[src/rtl/vpu_pkg.sv]
// Shared VPU geometry constants: SRAM bank count/depth and vector datapath width.
package vpu_pkg;

  localparam int unsigned SRAM_BANK_CNT_LG2   = 2;
  localparam int unsigned SRAM_BANK_DEPTH_LG2 = 8;
  localparam int unsigned DIM_SIZE            = 32;

endpackage

[src/rtl/vpu_sram_rd_arbiter.sv]
// Round-robin arbiter sharing one SRAM read port among REQ_CNT requesters, with an
// in-order tag FIFO routing responses. Define VPU_SRAM_RD_ARB_PRIO_EN to give requester 0 absolute priority.
module vpu_sram_rd_arbiter
  import vpu_pkg::*;
#(
  parameter int unsigned REQ_CNT     = 3,
  parameter int unsigned OUTST_DEPTH = 4
) (
  input  logic                                   clk,
  input  logic                                   rst,
  input  logic [REQ_CNT-1:0]                     req_i,
  input  logic [REQ_CNT*SRAM_BANK_CNT_LG2-1:0]   rid_i,
  input  logic [REQ_CNT*SRAM_BANK_DEPTH_LG2-1:0] addr_i,
  output logic [REQ_CNT-1:0]                     ack_o,
  output logic [REQ_CNT-1:0]                     rvalid_o,
  output logic [DIM_SIZE-1:0]                    rdata_o,
  output logic                                   sram_req_o,
  output logic [SRAM_BANK_CNT_LG2-1:0]           sram_rid_o,
  output logic [SRAM_BANK_DEPTH_LG2-1:0]         sram_addr_o,
  output logic                                   sram_reb_o,
  output logic                                   sram_rlast_o,
  input  logic                                   sram_ack_i,
  input  logic                                   sram_rvalid_i,
  input  logic [DIM_SIZE-1:0]                    sram_rdata_i,
  output logic                                   err_o
);

  localparam int unsigned BW    = SRAM_BANK_CNT_LG2;
  localparam int unsigned DW    = SRAM_BANK_DEPTH_LG2;
  localparam int unsigned IDX_W = (REQ_CNT > 1) ? $clog2(REQ_CNT) : 1;
  localparam int unsigned AW    = $clog2(OUTST_DEPTH);
  localparam int unsigned PW    = AW + 1;

  typedef enum logic [0:0] {S_IDLE, S_ISSUE} state_t;

  state_t             state_q, state_d;
  logic [IDX_W-1:0]   win_q, last_q, sel_idx, cand;
  logic [BW-1:0]      rid_q;
  logic [DW-1:0]      addr_q;
  logic [PW-1:0]      wr_ptr_q, rd_ptr_q;
  logic [IDX_W-1:0]   tag_mem [OUTST_DEPTH];
  logic [IDX_W-1:0]   tag_head;
  logic               err_q, sel_vld, fifo_full, fifo_empty, grant, push, pop;
  logic [BW-1:0]      rid_arr  [REQ_CNT];
  logic [DW-1:0]      addr_arr [REQ_CNT];

  for (genvar g = 0; g < REQ_CNT; g++) begin : g_unpack
    assign rid_arr[g]  = rid_i[g*BW +: BW];
    assign addr_arr[g] = addr_i[g*DW +: DW];
  end

  // Round-robin search starting just after the last acknowledged winner
  always_comb begin
    sel_idx = '0;
    sel_vld = 1'b0;
    cand    = '0;
    for (int unsigned k = 1; k <= REQ_CNT; k++) begin
      cand = IDX_W'((32'(last_q) + k) % REQ_CNT);
      if (!sel_vld && req_i[cand]) begin
        sel_vld = 1'b1;
        sel_idx = cand;
      end
    end
`ifdef VPU_SRAM_RD_ARB_PRIO_EN
    if (req_i[0]) begin
      sel_vld = 1'b1;
      sel_idx = '0;
    end
`endif
  end

  // Extra MSB on the pointers distinguishes full from empty
  assign fifo_empty = (wr_ptr_q == rd_ptr_q);
  assign fifo_full  = (wr_ptr_q[AW] != rd_ptr_q[AW]) && (wr_ptr_q[AW-1:0] == rd_ptr_q[AW-1:0]);
  assign tag_head   = tag_mem[rd_ptr_q[AW-1:0]];
  assign grant      = (state_q == S_IDLE) && sel_vld && !fifo_full;
  assign push       = (state_q == S_ISSUE) && sram_ack_i;
  assign pop        = sram_rvalid_i && !fifo_empty;

  always_comb begin
    state_d      = state_q;
    sram_req_o   = 1'b0;
    sram_reb_o   = 1'b1;
    sram_rlast_o = 1'b0;
    sram_rid_o   = '0;
    sram_addr_o  = '0;
    ack_o        = '0;
    case (state_q)
      S_IDLE: begin
        if (grant) state_d = S_ISSUE;
      end
      S_ISSUE: begin
        sram_req_o   = 1'b1;
        sram_reb_o   = 1'b0;
        sram_rlast_o = 1'b1;
        sram_rid_o   = rid_q;
        sram_addr_o  = addr_q;
        if (sram_ack_i) begin
          ack_o[win_q] = 1'b1;
          state_d      = S_IDLE;
        end
      end
    endcase
  end

  // Response routing: the oldest outstanding tag owns the returning data
  always_comb begin
    rvalid_o = '0;
    if (pop) rvalid_o[tag_head] = 1'b1;
  end

  assign rdata_o = sram_rdata_i;
  assign err_o   = err_q;

  always_ff @(posedge clk or posedge rst) begin
    if (rst) begin
      state_q  <= S_IDLE;
      win_q    <= '0;
      rid_q    <= '0;
      addr_q   <= '0;
      last_q   <= IDX_W'(REQ_CNT - 1);
      wr_ptr_q <= '0;
      rd_ptr_q <= '0;
      err_q    <= 1'b0;
    end else begin
      state_q <= state_d;
      if (grant) begin
        win_q  <= sel_idx;
        rid_q  <= rid_arr[sel_idx];
        addr_q <= addr_arr[sel_idx];
      end
      if (push) begin
        wr_ptr_q <= wr_ptr_q + PW'(1);
        last_q   <= win_q;
      end
      if (pop) rd_ptr_q <= rd_ptr_q + PW'(1);
      if (sram_rvalid_i && fifo_empty) err_q <= 1'b1;
    end
  end

  always_ff @(posedge clk) begin
    if (push) tag_mem[wr_ptr_q[AW-1:0]] <= win_q;
  end

endmodule

[config.mk]
export PLATFORM = sky130hd
export DESIGN_NAME = vpu_sram_rd_arbiter
export DESIGN_NICKNAME = d
export VERILOG_FILES = /design/src/rtl/vpu_pkg.sv /design/src/rtl/vpu_sram_rd_arbiter.sv
export SDC_FILE = /design/constraint.sdc
export NUM_CORES = 1
export LEC_CHECK = 0
export ABC_AREA = 1
export CAP_MARGIN = 0
export CORE_MARGIN = 4
export CORE_UTILIZATION = 36
export CTS_CLUSTER_DIAMETER = 80
export DETAILED_ROUTE_END_ITERATION = 12
export HOLD_SLACK_MARGIN = 0.08
export PLACE_DENSITY = 0.77
export RECOVER_POWER = 100
export SETUP_SLACK_MARGIN = 0.3
export SYNTH_ARGS = -nofsm -noshare
export SYNTH_HDL_FRONTEND = slang
export SYNTH_SLANG_ARGS = --single-unit
[constraint.sdc]
create_clock -name clk -period 1.8 [get_ports clk]
set_input_delay 0.27 -clock clk [delete_from_list [all_inputs] [get_ports clk]]
set_output_delay 0.27 -clock clk [all_outputs]
set_load 0.01 [all_outputs]
# Yosys cells after proc, flatten, opt, wreduce, memory -nomap -nowiden
# Memory sizes are Yosys's and may differ from the RTL's.
# Index checks and enable logic that the tools add are counted.
[op_classes]
n_addsub = 5
div_mod_pow = 3
n_lt_le_gt_ge = 8
eq_ne = 3
muxes = 34
bitwise_logic = 2
n_reduce_logical = 14
[ops]
columns = ["op", "n"]
rows = [
  ["$mod 32x2->32 const B", 3],
  ["$mux 8", 3],
  ["$bmux 8 s2", 1],
  ["$lt 2x3->1 const B", 5],
  ["$mux 1", 14],
  ["$mux 2", 6],
  ["$logic_and 1x1->1", 10],
  ["$mux 3", 3],
  ["$add 2x2->3 const B", 2],
  ["$add 3x1->3 const B", 2],
  ["$bmux 1 s2", 3],
  ["$bmux 2 s2", 1],
  ["$demux 1 s2", 2],
  ["$ge 2x1->1 const B", 2],
  ["$logic_not 1->1", 4],
  ["$add 2x1->3 const B", 1],
  ["$eq 3x3->1", 1],
  ["$ge 3x3->1 const B", 1],
  ["$not 2->3", 1],
  ["$eq 2x2->1", 1],
  ["$pmux 1 s2", 1],
  ["$ne 1x1->1", 1],
  ["$not 1->1", 1],
]
[totals]
reg_bits = 22
mem_bits_rw = 8
inputBits = 69
out_inout_bits = 52
word_cells = 78
memories = 1
[memory_table]
columns = ["name", "depth", "width", "read_ports", "rd_clocked_by_memory_dff", "wr", "line", "source"]
rows = [
  ["tag_mem", 4, 2, 1, 0, 1, "vpu_sram_rd_arbiter.sv:41", "logic [IDX_W-1:0] tag_mem [OUTST_DEPTH];"],
]

# Depth between registers and ports, before layout
# Gate-level depths: netlist of the first run.
[depth]
ltp_word = 15
mapped_depth = 14
mapped_depth_nobuf = 13

# Worst setup path before layout of the first run
# No wires, ideal clock.
[synth_path]
path_kind = "register to register"
from = "register last_q[1]"
to = "register addr_q[0]"
setup_time_ns = 0.122
t_arrival_ns = 1.738
path_slack_ns = -0.059
stages_incl_launch_ff = 10
path_buffers = 1
path_cell_list = "dfstp_2 -> ha_1 -> o21ai_1 -> nand2_4 -> nand3_1 -> and2_1 -> nand2_2 -> buf_6 -> a21oi_1 -> a21oi_2"
[synth_between]
elab_chain_len = 15
word_cells_on_any_way = 28
classes_between = "3 x add/sub; 3 x div; 15 x mux; 1 x bitwise; 6 x reduce/logical"
[synth_rtl]
columns = ["item", "line", "source"]
rows = [
  ["start: declaration", "vpu_sram_rd_arbiter.sv:37", "logic [IDX_W-1:0] win_q, last_q, sel_idx, cand;"],
  ["start signal: assignment", "vpu_sram_rd_arbiter.sv:121", "last_q <= IDX_W'(REQ_CNT - 1);"],
  ["start signal: assignment", "vpu_sram_rd_arbiter.sv:134", "last_q <= win_q;"],
  ["$add 2x1->3", "vpu_sram_rd_arbiter.sv:58", "cand = IDX_W'((32'(last_q) + k) % REQ_CNT);"],
  ["$mod 32x2->32", "vpu_sram_rd_arbiter.sv:58", ""],
  ["$bmux 1 s2", "vpu_sram_rd_arbiter.sv:59", "if (!sel_vld && req_i[cand]) begin"],
  ["$mux 1 (implied by the code)", "vpu_sram_rd_arbiter.sv:59", ""],
  ["$mux 1", "vpu_sram_rd_arbiter.sv:59", ""],
  ["$logic_not 1->1", "vpu_sram_rd_arbiter.sv:59", ""],
  ["$logic_and 1x1->1", "vpu_sram_rd_arbiter.sv:59", ""],
  ["$mux 1", "vpu_sram_rd_arbiter.sv:59", ""],
  ["$logic_not 1->1", "vpu_sram_rd_arbiter.sv:59", ""],
  ["$logic_and 1x1->1", "vpu_sram_rd_arbiter.sv:59", ""],
  ["$mux 2", "vpu_sram_rd_arbiter.sv:59", ""],
  ["$not 2->3 (implied by the code)", "vpu_sram_rd_arbiter.sv:130", "addr_q <= addr_arr[sel_idx];"],
  ["$bmux 8 s2", "vpu_sram_rd_arbiter.sv:130", ""],
  ["$mux 8 (implied by the code) (2 in series)", "vpu_sram_rd_arbiter.sv:130", ""],
  ["end signal: assignment", "vpu_sram_rd_arbiter.sv:130", ""],
  ["end: declaration", "vpu_sram_rd_arbiter.sv:39", "logic [DW-1:0] addr_q;"],
]
# Parallel ways exist; a longest one is shown, timed or not. The select of a mux whose other input is x is not followed.
# A chain may end at the register's enable or synchronous reset.

# Worst setup path in the final report of the first run
[layout_path]
from = "register last_q[1]"
to = "register addr_q[5]"
# Same word-level chain as after synthesis.

==> results of run 1 <==
area by class of cell:
| class | count | area, sq um | area share, % |
|---|---|---|---|
| multi-input combinational | 165 | 1310 | 37.6 |
| timing repair buffer | 103 | 962 | 27.7 |
| sequential | 30 | 797 | 22.9 |
| inverter | 56 | 223 | 6.41 |
| tap | 75 | 93.8 | 2.70 |
| clock buffer | 7 | 86.3 | 2.49 |
| clock inverter | 1 | 5.00 | 0.144 |
kinds of logic after synthesis:
kind of cell	synth area share [%]
AO/OA/AOI/OAI	10.9
XOR/XNOR	2.68
adder cells (fa/ha/maj)	4.92
buffers and inverters	22.5
flip-flops	34.6
AND/OR/NAND/NOR	24.4
power by group:
part | switching (uW) | internal, uW | leakage [uW] | total (uW)
Sequential | 292 | 1030 | 0.000319 | 1320
Clock | 249 | 308 | 0.0000482 | 557
Combinational | 3070 | 2820 | 0.00133 | 5880
Total | 3610 | 4150 | 0.00170 | 7760
routing by layer:
metal,vias up,wire [um]
met3,16,307
met4,0,115
met1,968,2450
met5,-,0
met2,65,3220
li1,1015,-
final timing paths:
path | end | slack [ps]
worst max-delay path | addr_q[5] | -160
worst min-delay path | state_q | 350
worst max register to register | addr_q[5] | -160
worst min register to register | err_o | 490
max in group asynchronous | rd_ptr_q[0] | 170
min in group asynchronous | err_o | 820
through the flow:
stage               setup slack (ps)  hold WS (ps)
floorplan                       37.7           258
global placement                -136           461
detailed placement              -168           474
global route                    -259           376
finish                          -159           349
CTS                             -114           336
synth_stat cells (2+ instances only):
cell type	instances	area, sq um
a21oi_1	15	75.1
a21oi_2	10	87.6
buf_4	33	248
buf_6	4	45.0
clkbuf_1	2	7.51
dfrtp_1	21	526
edfxtp_1	8	240
ha_1	9	113
inv_1	50	188
inv_2	6	22.5
nand2_1	47	176
nand2_2	5	31.3
nand2_4	2	22.5
nand3_1	22	110
nand3_2	10	100
nor2_1	19	71.3
nor3_1	3	15.0
o21ai_0	6	30.0
xnor2_1	4	35.0
xor2_1	3	26.3
state kept, by name, indices dropped and copies added, names as in the netlist:
register  cells
rd_ptr_q      3
wr_ptr_q      3
state_q       1
tag_mem       8
err_o         1
last_q        2
addr_q        8
rid_q         2
win_q         2
layout by cell type (no fill, tap or decap), types with 2 or more instances in the layout:
| cell type | n |
|---|---|
| a21oi_1 | 5 |
| a21oi_2 | 13 |
| a21oi_4 | 7 |
| buf_2 | 9 |
| buf_4 | 24 |
| buf_6 | 25 |
| clkbuf_1 | 2 |
| clkbuf_2 | 2 |
| clkbuf_8 | 6 |
| clkdlybuf4s50_1 | 35 |
| dfrtp_1 | 17 |
| dfrtp_2 | 4 |
| dlygate4sd2_1 | 3 |
| edfxtp_1 | 8 |
| ha_1 | 6 |
| ha_4 | 2 |
| inv_1 | 40 |
| inv_2 | 12 |
| inv_4 | 3 |
| nand2_1 | 31 |
| nand2_2 | 14 |
| nand2_4 | 8 |
| nand3_1 | 10 |
| nand3_2 | 20 |
| nand3_4 | 2 |
| nor2_1 | 17 |
| nor2_2 | 2 |
| nor3_1 | 2 |
| o21ai_0 | 4 |
| o21ai_1 | 2 |
| o21ai_2 | 2 |
| xnor2_2 | 3 |
| xor2_1 | 3 |
timing repair:
item | 4_1_cts | 5_1_grt
resized for setup | 115 | 54
setup endpoints to repair | 32 | 29
cloned | 2 | 1
buffers inserted | 16 | 2
pin swaps | 16 | 21
==> metrics.md, run 1 <==
| Metric | Value |
|---|---|
| Run status | finished, violations left |
| Failing checks | setup timing |
| Antenna violations before repair | 0 |
| Syn nets | 369 |
| Post-Syn Instances | 291 |
| Worst VDD drop | 1.24 mV |
| Power Density | 2230 nW/um^2 |
| Worst EP required | 1970 ps |
| DP HPWL | 4160 um |
| Most Crowded Layer GR | met2 |
| Number of nets with antenna violations after detailed routing | 0 |
| Final setup fails | 13 |
| CP top delay family | flip-flops |
| Pleak | 0.00170 uW |
| Htree depth | 2 |
| Worst hold path type | in2reg |
| Setup ws final | -159 ps |
| Worst-path clk slew | 70 ps |
| Worst path cell trace | ha_4, nand2_2, nand3_4, nand2_4, nand2_4, buf_4, o21ai_4, inv_2, nor2_1, a21oi_2 |
| Row cnt | 28 |
| CP arrival | 2130 ps |
| Layout cells sized above 1 | 47.2% |
| Root buf cell | clkbuf_8 |
| Final std cells w/o fill | 437 |
| Final cell utilization of the core | 57.3% |
| GR Layer Usage met2 | 28.5% |
| WP depth | 10 |
| Critical Path Fanout Max | 10 |
| Worst reg2reg path startpoint | last_q[1] |
| Asr flop ratio synth | 73.3% |
| Post-DR vias/cell | 4.72 |
| First-pass GRT wire length | 9850 um |
| Period utilization | 109% |
| Clk_skew | 8.14 ps |
| TNS Setup | -1530 ps |
| # DRC | 0 |
| Sequential element share of the synthesized area | 34.6% |
| Clock Sinks | 30 |
| Number of global-route vias before repair | 2149 |
| DRT iter0 DRCs | 59 |
| Startpoint types | flop |
| Fmax | 0.511 GHz |
| DR vias | 2064 |
| Antenna diodes | 0 |
| P&R area growth vs syn | 51.7% |
| Max Cap Violations | 0 |
| Placed inst area | 2910 sq um |
| Crit. Startpoint | last_q[1] |
| Main synth FF type | dfrtp_1 |
| Total grt overflow | 0 |
| Slew HR | 18.7% |
| Final GP Congestion | 0.723 |
| Most used cell, CP | nand2_4 |
| Die W | 87.8 um |
| Vert. Die Dim | 87.8 um |
| Post-synthesis cell type count | 32 |
| Syn avg cell area | 7.87 sq um |
| Post-layout min period | 1960 ps |
| Worst hold path startpoint | sram_ack_i |
| Met3 usage | 3.29% |
| Worst path bufs/invs | 2 |
| Hold path cells | 2 |
| GRT Total Usage | 16.2% |
| Slew @ Worst Pin | 1220 ps |
| Fin area | 3470 sq um |
| Filler cell count | 507 |
| Detailed-route wire length | 6100 um |
| Boundary Pins | 121 |
| Clk_lat worst skew | 280 ps |
| Critical Path Sink Type | flop |
| Seq cells post-synth | 30 |
| Critical Path Max Stage Delay | 590 ps |
| Layout Nets | 439 |
| R2R depth | 10 |
| Final Max Slew Viols | 0 |
| Total CTS buffers | 5 |
| Power, Total | 7760 uW |
| Hold_buf cts | 0 |
| Met1 Use GR | 19.1% |
| Max Buffers Root-to-Sink | 2 |
| Final hold vios | 0 |
| Syn Std Cell Area | 2290 sq um |
| Placed cells | 408 |
| Post-synth EDFFs | 8 |
| Core region area | 6060 sq um |
| Drt pass-1 iters | 4 |
| Starting Density | 37.8% |
| Largest net degree at the start of global routing | 23 |
| WS Path Type | reg2reg |
| Yosys Warn Count | 0 |
| Slowest stage cell, crit path | dfstp_2 |
| CTS tree | yes |
| RSZ-0062 raised after global routing | true |
| Total Die Area | 7700 sq um |
| IO buf count | 56 |
| Routed wire per std cell | 14.0 um |
Power figures use the tool's default switching activity.
==> run 2, diff against run 1 <==
--- a/config.mk
+++ b/config.mk
@@ -7,7 +7,6 @@
 export LEC_CHECK = 0
 export ABC_AREA = 1
 export CAP_MARGIN = 0
-export CORE_MARGIN = 4
 export CORE_UTILIZATION = 36
 export CTS_CLUSTER_DIAMETER = 80
 export DETAILED_ROUTE_END_ITERATION = 12
==> metrics.md, run 2 (synthesized netlist as in run 1, its figures left out) <==
| Metric | Value |
|---|---|
| Run status | finished, violations left |
| Failing checks | setup timing |
| Flop pwr share | 17.5% |
| Slew HR | 19.2% |
| Detailed-route wire length | 5640 um |
| Antenna diodes | 0 |
| P&R area growth vs syn | 47.4% |
| Startpoint types | flop |
| Core region area | 6030 sq um |
| Pleak | 0.00168 uW |
| Boundary Pins | 121 |
| Row cnt | 28 |
| Filler cell count | 550 |
| Antenna violations before repair | 0 |
| Final std cells w/o fill | 440 |
| Clock Sinks | 30 |
| CP top delay family | flip-flops |
| Combinational fraction of design power | 74.8% |
| Total CTS buffers | 5 |
| Htree depth | 2 |
| CP arrival | 2170 ps |
| Final hold vios | 0 |
| Root buf cell | clkbuf_8 |
| Period utilization | 111% |
| Post-layout min period | 2000 ps |
| Worst hold path type | in2reg |
| Clock power frac | 7.6% |
| Critical Path Max Stage Delay | 600 ps |
| Worst path cell trace | ha_4, inv_4, nand2_4, nand3_4, nand2_4, nand3_1, and2_4, nand2_4, clkbuf_16, a21oi_2, a21oi_2 |
| RSZ-0062 raised after global routing | true |
| Final GP Congestion | 0.765 |
| Max Buffers Root-to-Sink | 2 |
| Most frequent cells in the layout | 42 x inv_1, 35 x clkdlybuf4s50_1, 34 x nand2_1 |
| Final setup fails | 13 |
| Layout cells sized above 1 | 44.4% |
| Total Die Area | 6680 sq um |
| Worst path bufs/invs | 2 |
| GRT Total Usage | 17.4% |
| Final Max Slew Viols | 0 |
| Largest net degree at the start of global routing | 23 |
| Routed wire per std cell | 12.8 um |
| Most used cell, CP | nand2_4 |
| Die W | 81.8 um |
| Starting Density | 38.0% |
| Slew @ Worst Pin | 1210 ps |
| Total grt overflow | 0 |
| TNS Setup | -1620 ps |
| Critical Path Fanout Max | 6 |
| Setup ws final | -195 ps |
| Power Density | 2160 nW/um^2 |
| Placed cells | 408 |
| Int Pwr | 3930 uW |
| Hold Slack | 405 ps |
| Worst EP required | 1970 ps |
| Clk_lat worst skew | 280 ps |
| Post-DR vias/cell | 4.56 |
| Sw Ratio | 46.0% |
| First-pass GRT wire length | 8810 um |
| Multi-input gate area in the final layout | 1240 sq um |
| Number of global-route vias before repair | 1968 |
| Fmax | 0.501 GHz |
| Clk_skew | 6.71 ps |
| Psw | 3350 uW |
| DRT iter0 DRCs | 87 |
| DP HPWL | 3900 um |
| Max Cap Violations | 0 |
| IO buf count | 56 |
| Drt pass-1 iters | 4 |
| Worst-path clk slew | 70 ps |
| Slowest stage cell, crit path | dfstp_2 |
| Number of nets with antenna violations after detailed routing | 0 |
| Vert. Die Dim | 81.8 um |
| Register Area | 795 sq um |
| # DRC | 0 |
| Most common cell after layout, fill and taps aside | inv_1 |
| DR vias | 2005 |
| Worst VDD drop | 0.966 mV |
| CTS tree | yes |
| WS Path Type | reg2reg |
| Critical Path Sink Type | flop |
| Layout Nets | 442 |
-- run 2: changes by cell type in the layout (fill, tap and decap cells not counted), moves of 4 or more --
cell,change
nand2_2,-5
a21oi_4,-6
nand3_1,+6
clkbuf_2,+5
a21oi_2,+7
buf_6,-7
nand3_2,-5
buf_4,+4
-- run 2: what timing repair did --
action | CTS | global route
hold buffers | 0 | 0
pin swaps | 6 | 20
gates resized for setup | 87 | 53
setup buffers | 14 | 8
gates cloned | 1 | 1
endpoints found under the setup margin | 32 | 31
-- run 2: routing by layer --
layer  track usage, %  wire (um)
met1             20.6       2390
met2             29.9       2860
met3             3.22        249
met4             8.60        136
met5                0          0
-- run 2: stage by stage --
stage	power (uW)	instance area [sq um]	util (%)	worst slack, ps
after floorplan	4210	2360	-	37.7
final	7290	3370	56.0	-195
after CTS	6530	3180	52.8	-120
after global routing	7860	3370	56.0	-273
after detailed placement	5510	2910	48.3	-203
after global placement	5370	2910	48.3	-151
-- run 2: path summary, 6_finish.rpt --
check / startpoint / endpoint / slack, ps / cells after the start
worst max register to register: last_q[1] / addr_q[7] / -200 / 11
worst min register to register: err_o / err_o / 480 / 1
worst min-delay path: sram_ack_i / state_q / 400 / 2
max in group asynchronous: rst / rd_ptr_q[0] / 180 / 3
min in group asynchronous: rst / rd_ptr_q[1] / 820 / 3
worst max-delay path: last_q[1] / addr_q[7] / -200 / 11
-- run 2: area by class of cell --
| cell class | instances | area share (%) |
|---|---|---|
| repair buffers | 106 | 27.7 |
| inverters | 56 | 6.60 |
| clock buffers | 7 | 2.56 |
| clock inverters | 1 | 0.148 |
| flip-flops and latches | 30 | 23.5 |
| well taps | 75 | 2.78 |
| multi-input cells | 165 | 36.7 |
-- run 2: power by group through the flow --
stage          logic, uW  registers [uW]  clock network (uW)
2_1_floorplan       2990            1220                   0
3_3_place_gp        4150            1220                   0
3_5_place_dp        4280            1240                   0
4_1_cts             4720            1250                 564
5_1_grt             5960            1310                 591
6_report            5450            1280                 556
